<file path="src/rtl/rf_pkg.sv">
// Shared widths and the write-port selection helper for the multi-port register file.
// Address arguments of rf_sel_wr are zero-extended to RF_MAX_ADDR_W so one function serves every ADDR_W.
package rf_pkg;

  localparam int RF_DATA_W     = 32;
  localparam int RF_ADDR_W     = 5;
  localparam int MAX_WR        = 4;
  localparam int RF_MAX_ADDR_W = 16;

  typedef struct packed {
    logic       hit;
    logic [1:0] idx;
  } rf_sel_t;

  // Highest-index enabled write port whose address matches a; hit = 0 if none.
  function automatic rf_sel_t rf_sel_wr(
    input logic [MAX_WR-1:0]               en,
    input logic [MAX_WR*RF_MAX_ADDR_W-1:0] addrs,
    input logic [RF_MAX_ADDR_W-1:0]        a
  );
    rf_sel_t r;
    r.hit = 1'b0;
    r.idx = 2'd0;
    for (int j = 0; j < MAX_WR; j++) begin
      if (en[j] && (addrs[j*RF_MAX_ADDR_W +: RF_MAX_ADDR_W] == a)) begin
        r.hit = 1'b1;
        r.idx = 2'(j);
      end
    end
    return r;
  endfunction

endpackage

</file>
<file path="src/rtl/rf_scoreboard.sv">
// Pending-write scoreboard: one busy bit per register, set on issue, cleared on writeback.
// When an issue and a writeback hit the same register in one cycle, the issue wins.
module rf_scoreboard
  import rf_pkg::*;
#(
  parameter int ADDR_W   = RF_ADDR_W,
  parameter int NUM_WR   = 1,
  parameter int ZERO_REG = 1
) (
  input  logic                     clk,
  input  logic                     rst_n,
  input  logic [NUM_WR-1:0]        wr_en_i,
  input  logic [NUM_WR*ADDR_W-1:0] wr_addr_i,
  input  logic                     iss_en_i,
  input  logic [ADDR_W-1:0]        iss_addr_i,
  output logic [2**ADDR_W-1:0]     busy_vec_o
);

  localparam int DEPTH = 2**ADDR_W;

  logic [DEPTH-1:0] busy_q, busy_d;

  always_comb begin
    busy_d = busy_q;
    for (int j = 0; j < NUM_WR; j++) begin
      if (wr_en_i[j]) begin
        busy_d[wr_addr_i[j*ADDR_W +: ADDR_W]] = 1'b0;
      end
    end
    if (iss_en_i && !((ZERO_REG != 0) && (iss_addr_i == '0))) begin
      busy_d[iss_addr_i] = 1'b1;
    end
    if (ZERO_REG != 0) begin
      busy_d[0] = 1'b0;
    end
  end

  always_ff @(posedge clk or negedge rst_n) begin
    if (!rst_n) begin
      busy_q <= '0;
    end else begin
      busy_q <= busy_d;
    end
  end

  assign busy_vec_o = busy_q;

endmodule

</file>
<file path="src/rtl/rf_mp_sb.sv">
// Multi-port register file with optional same-cycle write-to-read bypass and pending-write scoreboard.
// Reads are combinational; writes and scoreboard updates happen at the rising edge.
module rf_mp_sb
  import rf_pkg::*;
#(
  parameter int DATA_W   = RF_DATA_W,
  parameter int ADDR_W   = RF_ADDR_W,
  parameter int NUM_RD   = 2,
  parameter int NUM_WR   = 1,
  parameter int ZERO_REG = 1,
  parameter int BYPASS   = 1
) (
  input  logic                     clk,
  input  logic                     rst_n,
  input  logic [NUM_RD*ADDR_W-1:0] rd_addr,
  output logic [NUM_RD*DATA_W-1:0] rd_data,
  output logic [NUM_RD-1:0]        rd_busy,
  input  logic [NUM_WR-1:0]        wr_en,
  input  logic [NUM_WR*ADDR_W-1:0] wr_addr,
  input  logic [NUM_WR*DATA_W-1:0] wr_data,
  input  logic                     iss_en,
  input  logic [ADDR_W-1:0]        iss_addr,
  output logic [2**ADDR_W-1:0]     busy_vec
);

  localparam int DEPTH = 2**ADDR_W;

  logic [DATA_W-1:0]               mem_q [DEPTH];
  logic [MAX_WR-1:0]               wr_en_pad;
  logic [MAX_WR*RF_MAX_ADDR_W-1:0] wr_addr_pad;
  logic [DATA_W-1:0]               wr_data_a [MAX_WR];

  // Unused write ports are padded disabled so rf_sel_wr never selects them.
  always_comb begin
    wr_en_pad   = '0;
    wr_addr_pad = '0;
    for (int j = 0; j < MAX_WR; j++) begin
      wr_data_a[j] = '0;
    end
    for (int j = 0; j < NUM_WR; j++) begin
      wr_en_pad[j] = wr_en[j];
      wr_addr_pad[j*RF_MAX_ADDR_W +: RF_MAX_ADDR_W] = RF_MAX_ADDR_W'(wr_addr[j*ADDR_W +: ADDR_W]);
      wr_data_a[j] = wr_data[j*DATA_W +: DATA_W];
    end
  end

  // Later loop iterations override earlier ones, so the highest port wins on collisions.
  always_ff @(posedge clk or negedge rst_n) begin
    if (!rst_n) begin
      for (int k = 0; k < DEPTH; k++) begin
        mem_q[k] <= '0;
      end
    end else begin
      for (int j = 0; j < NUM_WR; j++) begin
        if (wr_en[j] && !((ZERO_REG != 0) && (wr_addr[j*ADDR_W +: ADDR_W] == '0))) begin
          mem_q[wr_addr[j*ADDR_W +: ADDR_W]] <= wr_data[j*DATA_W +: DATA_W];
        end
      end
    end
  end

  rf_scoreboard #(
    .ADDR_W   (ADDR_W),
    .NUM_WR   (NUM_WR),
    .ZERO_REG (ZERO_REG)
  ) u_sb (
    .clk        (clk),
    .rst_n      (rst_n),
    .wr_en_i    (wr_en),
    .wr_addr_i  (wr_addr),
    .iss_en_i   (iss_en),
    .iss_addr_i (iss_addr),
    .busy_vec_o (busy_vec)
  );

  for (genvar i = 0; i < NUM_RD; i++) begin : g_rd
    logic [ADDR_W-1:0] addr;
    rf_sel_t           sel;
    logic [DATA_W-1:0] data;
    logic              busy;

    assign addr = rd_addr[i*ADDR_W +: ADDR_W];
    assign sel  = rf_sel_wr(wr_en_pad, wr_addr_pad, RF_MAX_ADDR_W'(addr));

    // Issue in the same cycle is deliberately ignored: busy comes from registered state only.
    always_comb begin
      data = mem_q[addr];
      busy = busy_vec[addr];
      if ((BYPASS != 0) && sel.hit) begin
        data = wr_data_a[sel.idx];
        busy = 1'b0;
      end
      if ((ZERO_REG != 0) && (addr == '0)) begin
        data = '0;
        busy = 1'b0;
      end
    end

    assign rd_data[i*DATA_W +: DATA_W] = data;
    assign rd_busy[i]                  = busy;
  end

endmodule

</file>
<file path="config.mk">
export PLATFORM = sky130hd
export DESIGN_NAME = rf_mp_sb
export DESIGN_NICKNAME = d
export VERILOG_FILES = /design/src/rtl/rf_pkg.sv /design/src/rtl/rf_scoreboard.sv /design/src/rtl/rf_mp_sb.sv
export SDC_FILE = /design/constraint.sdc
export NUM_CORES = 2
export LEC_CHECK = 0
export CELL_PAD_IN_SITES_DETAIL_PLACEMENT = 0
export CELL_PAD_IN_SITES_GLOBAL_PLACEMENT = 1
export CORE_MARGIN = 10
export CORE_UTILIZATION = 57
export DETAILED_ROUTE_END_ITERATION = 12
export PLACE_DENSITY_LB_ADDON = 0.1
export SYNTH_ARGS = -nofsm -noshare
export SYNTH_HDL_FRONTEND = slang
export SYNTH_SLANG_ARGS = --single-unit
</file>
<file path="constraint.sdc">
create_clock -name clk -period 7.83 [get_ports clk]
set_input_delay 2.349 -clock clk [delete_from_list [all_inputs] [get_ports clk]]
set_output_delay 2.349 -clock clk [all_outputs]
set_load 0.005 [all_outputs]
</file>
# After elaboration in Yosys (flattened, before gate mapping)
# Cells that the tools add are included.
[op_classes] reduce_logical=13 bitwise_logic=8 n_mux=35 order_cmp=12 n_eq_ne=2
[ops] cell="$bwmux W1024" n=1
[ops] cell="$mux W32" n=15
[ops] cell="$bmux W32 S5" n=2
[ops] cell="$demux W32 S5" n=1
[ops] cell="$bmux W32 S2" n=2
[ops] cell="$and A32 B32 Y32" n=1
[ops] cell="$not A32 Y32" n=1
[ops] cell="$or A32 B32 Y32" n=1
[ops] cell="$lt A5 B6 Y1 const B" n=4
[ops] cell="$logic_not A5 Y1" n=4
[ops] cell="$ge A6 B6 Y1 const B" n=3
[ops] cell="$not A5 Y6" n=3
[ops] cell="$bmux W1 S5" n=2
[ops] cell="$demux W1 S5" n=2
[ops] cell="$eq A5 B5 Y1" n=2
[ops] cell="$ge A5 B1 Y1 const B" n=2
[ops] cell="$mux W1" n=8
[ops] cell="$logic_and A1 B1 Y1" n=7
[ops] cell="$ge A3 B3 Y1 const B" n=2
[ops] cell="$lt A6 B1 Y1 const B" n=1
[ops] cell="$mux W3" n=2
[ops] cell="$not A2 Y3" n=2
[ops] cell="$logic_not A1 Y1" n=2
[totals] register_bits=1055 output_inout_bits=98

# Depth between registers and ports, before layout
[logic_depth] depth_word=9 ltp_mapped=10 depth_no_buf=5

# Cells and area by module
# A second synthesis with hierarchy kept.
[unflattened] cells_unflattened=3822 hier_area_um2=56188.9
[by_module_without_submodules] mod="rf_mp_sb" n_inst=1 seq_area_each_um2=25624.6 cells_per_inst=3701 area_per_inst_um2=54906.4
[by_module_without_submodules] mod="rf_scoreboard" n_inst=1 seq_area_each_um2=775.7 cells_per_inst=121 area_per_inst_um2=1282.5

# Least setup slack after synthesis
# No wires, ideal clock.
[synth_path] path_type="input to output" from="input rd_addr[0]" to="output rd_busy[0]" required_ns=5.481 path_slack_ns=1.439 stages=9 t_arrival_ns=4.042 path_cell_list="buf_4 -> buf_6 -> buf_6 -> buf_4 -> mux4_2 -> mux4_2 -> mux2i_1 -> nor2_1 -> buf_4"
[synth_via] elab_chain_cells=5
[synth_lines] element="from (decl)" line="rf_mp_sb.sv:15" source="input logic [NUM_RD*ADDR_W-1:0] rd_addr,"
[synth_lines] element="branches (longest 4 deep; another with $bmux W1 S5)"
[synth_lines] element="$mux W1 *" line="rf_mp_sb.sv:93" source="if ((ZERO_REG != 0) && (addr == '0)) begin"
[synth_lines] element="to (decl)" line="rf_mp_sb.sv:17" source="output logic [NUM_RD-1:0] rd_busy,"
# Every way passes the cells marked *. The select of a mux whose other input is x is not followed.

# Final worst setup path
[layout_path] from="input rd_addr[2]" to="output rd_data[17]"
[layout_via] elab_chain_cells=6
[layout_lines] element="$not A5 Y6 (implied by the code)" line="rf_mp_sb.sv:87" source="data = mem_q[addr];"
[layout_lines] element="$bmux W32 S5" line="rf_mp_sb.sv:87"
[layout_lines] element="$mux W32 (implied by the code) (2 in a row)" line="rf_mp_sb.sv:87"
[layout_lines] element="$mux W32" line="rf_mp_sb.sv:89" source="if ((BYPASS != 0) && sel.hit) begin"
[layout_lines] element="$mux W32 *" line="rf_mp_sb.sv:93"
[layout_lines] element="to (decl)" line="rf_mp_sb.sv:16" source="output logic [NUM_RD*DATA_W-1:0] rd_data,"
# Mark *: on every way between the ends. The rest lies on a longest branch, timed or not. The select of a mux whose other input is x is not followed.

==> results by group <==
Run status
  • Status: complete, but fails checks
  • Failing checks: negative setup slack

Final layout
  • Non-Filler Instances: 5375
  • Nets: 4050
  • Area Growth Syn to Fin: 13.3%
  • Fill cell count: 7130
  • Footprint of the multi-input gates: 28400 µm²
  • Layout cells sized above 1: 47.1%
  • Register area: 26400 µm²

Timing
  • RSZ-0062 raised after global routing: no
  • Worst setup margin: -0.0123 ns
  • Final setup viols: 1
  • Relative slew slack: 20.8%
  • Final count of pins violating max slew: 0
  • FMAX: 128 MHz
  • TNS Setup: -0.0123 ns
  • Period minus WS final: 7.84 ns
  • Fin crit share: 100%
  • Fin Hold WS: 0.394 ns
  • Clock skew: 0 ns
  • Worst slew pin tran: 1.18 ns
  • Hold Violations, Final: 0

Yosys
  • Simple-gate share of the synthesized area: 2.04%
  • Ys async rst share: 100%
  • Mapped cell area: 56700 µm²
  • Synth warn: 0
  • Synth Area in Adders: 0%
  • Synth top area share: 46.6%
  • Unique masters post-synth: 55
  • Largest family of logic cells by synthesized area: multiplexers
  • Compound-Gate Fraction of Synth Area: 6.39%
  • Post-Syn Area per Cell: 14.4 µm²
  • Mapped Nets: 3996
  • Post-synth EDFFs: 0
  • Mapped Cells: 3940
  • Yosys reg bits: 1055
  • Post-synthesis mux area share: 41.0%
  • Synth Area in XOR/XNOR: 0.154%
  • Area contributors post-synth: dfrtp_1 (47%), mux2_2 (20%), mux4_2 (17%)
  • Yosys top cell by area: dfrtp_1
  • Seq/Total Area, Yosys: 46.6%
  • Ys flop type: dfrtp_1

Power and ir drop
  • Total power: 0.0166 W
  • VDD IR max: 0.182 mV
  • Pleak: 27.7 nW
  • Pwr dens: 258 nW/µm²

Drt
  • Routed WL per cell: 36.4 µm
  • DR vias: 39300
  • Post-Route WL: 196 mm
  • Iter 0 DRT Violations: 4406
  • Drt drc: 0
  • DRT Pass-1 Iters: 6
  • Met2 wire len: 91.6 mm
  • Top Metal Used: met5
  • Vias per cell: 7.31
  • Metal-1 WL: 74.1 mm
  • Met3 WL: 18.2 mm
  • Post-route ant nets: 0

Placed design
  • # port buffers: 152
  • Dpl ws: -0.0560 ns
  • GPL Wtd Cong: 0.882
  • # placed instances: 5163
  • Post-DP HPWL: 119 mm

Clock tree
  • H-tree levels: 3
  • Num CTS Buffers: 115
  • Sink Count: 1055
  • CTS tree: done
  • Postcts setup bufs: 0
  • Clock tree buffer depth: 3
  • Clock slew at reported path FFs: 0.06 ns
  • Clk Tree Root Cell: clkbuf_16
  • Clock latency on the worst-skew pair: 0.71 ns

Floorplan
  • CORE AREA: 98600 µm²
  • Starting Density: 57.5%
  • Die span in x: 335 µm
  • Row cnt: 115
  • Die Ht: 335 µm
  • Die area: 112000 µm²
  • Io pins: 154

Setup path
  • WS Path Type: primary input to output pin
  • Slowest-stage cell, CP: nor2b_4
  • Crit path buf inv count: 4
  • Worst Setup SP: rd_addr[2]
  • Crit-path max FO: 14
  • Crit-path max cell delay: 0.71 ns
  • Reg2reg start: u_sb.busy_vec_o[31]
  • Largest delay share family, worst path: buffers and inverters
  • Worst Path Arrival: 5.49 ns
  • Worst Path Required: 5.48 ns
  • Critical path cell sequence: clkdlybuf4s50_1, nor2b_4, buf_4, a221oi_1, a21oi_1, o21ai_0, buf_4, a221o_1, clkdlybuf4s50_1
  • Worst setup SP type: primary input
  • CP Capture Type: output pin

GRT
  • Global-route wire length before repair: 287 mm
  • Initial antenna violation count: 5
  • Pin count of the biggest net entering global routing: 190
  • Grt total ovfl: 0
  • Vias in the first global route: 41500
  • All-Layer GR Usage: 34.6%

Run
  • Max cap viols: 0

Hold path
  • Hold Crit Class: flip-flop to flip-flop
  • Hold_sp: mem_q[1019]
## layout by cell type, fill, tap and decap left out, types with 8 or more instances in the layout
cell	synthesis	routed
nor2_4	0	19
o2bb2ai_1	14	14
a21oi_1	94	94
clkbuf_16	0	119
o22a_1	16	16
nor3b_1	8	8
mux2_2	1014	1014
nor3_1	40	40
mux2_1	13	13
a22o_1	28	28
o211ai_1	14	14
nand2_2	0	12
a221oi_1	61	61
dfrtp_1	1055	1055
a22oi_1	108	108
a221o_1	22	22
clkbuf_1	215	19
buf_12	0	41
nor4_1	11	11
clkdlybuf4s50_1	0	144
mux4_2	423	423
nand2_1	41	26
nor2_1	60	39
o221ai_1	9	9
clkinv_2	0	24
nand3_1	27	27
mux2i_1	217	217
buf_4	34	194
bufinv_16	0	12
a2111oi_0	12	9
o22ai_1	47	47
clkbuf_8	0	29
o21ai_0	77	77
## cell families (layout without fill, tap and decap cells)
group / after synthesis / count (layout)
multiplexers: 1667 / 1667
flip-flops: 1055 / 1055
AO/OA/AOI/OAI: 516 / 516
buffers and inverters: 459 / 603
AND/OR/NAND/NOR: 232 / 233
XOR/XNOR: 10 / 10
other: 1 / 4
## metrics by stage
step / util, % / cell area [µm²]
finish: 65.2 / 64200
global route: 65.2 / 64200
CTS: 65.1 / 64200
floorplan: - / 56700
detailed placement: 61.1 / 60200
global placement: 61.1 / 60200
## per-layer routing
metal	GRT usage [%]	vias to the layer above
met4	18.0	6
li1	-	15400
met5	0	-
met3	7.62	617
met1	44.9	21000
met2	54.6	2225
## area by class of cell
cell class | instances | area share (%)
multi-input cells | 2427 | 44.2
flip-flops and latches | 1055 | 41.1
repair buffers | 388 | 5.96
clock buffers | 167 | 5.37
well taps | 1287 | 2.51
clock inverters | 41 | 0.810
inverters | 7 | 0.0448
diodes | 3 | 0.0117
## power breakdown
group | switching (W) | total (W) | leakage (nW) | internal, W
logic | 0.00148 | 0.00357 | 12.2 | 0.00209
registers | 0.000799 | 0.00730 | 13.5 | 0.00650
clock network | 0.00230 | 0.00572 | 1.97 | 0.00342
## path summary, 6_finish.rpt
path	end	slack, ns	cells after the start
max in group asynchronous	mem_q[1010]	4.31	2
max reg2reg	u_sb.busy_vec_o[31]	7.00	2
min reg2reg	mem_q[1019]	0.39	0
min	mem_q[1019]	0.39	0
min in group asynchronous	mem_q[931]	1.82	1
max	rd_data[17]	-0.01	9
## cell usage after synthesis (all sizes together) (47+ instances only)
cell,number
a21oi,94
mux2i,217
mux4,423
o21ai,78
a221oi,61
nor2,61
dfrtp,1055
clkbuf,215
buf,237
mux2,1027
o22ai,47
a22oi,108
## flip-flops by register name (all words and copies together) (netlist names)
register	count
mem_q	1024
u_sb.busy_vec_o	31
## repair_timing
item | in CTS | in global routing
gates cloned | 0 | 1
endpoints found under the hold margin | 0 | 0
setup endpoints to repair | 1 | 3
hold buffers | 0 | 0
resized for setup | 1 | 4
No activity file was read; power rests on OpenSTA's default activity.
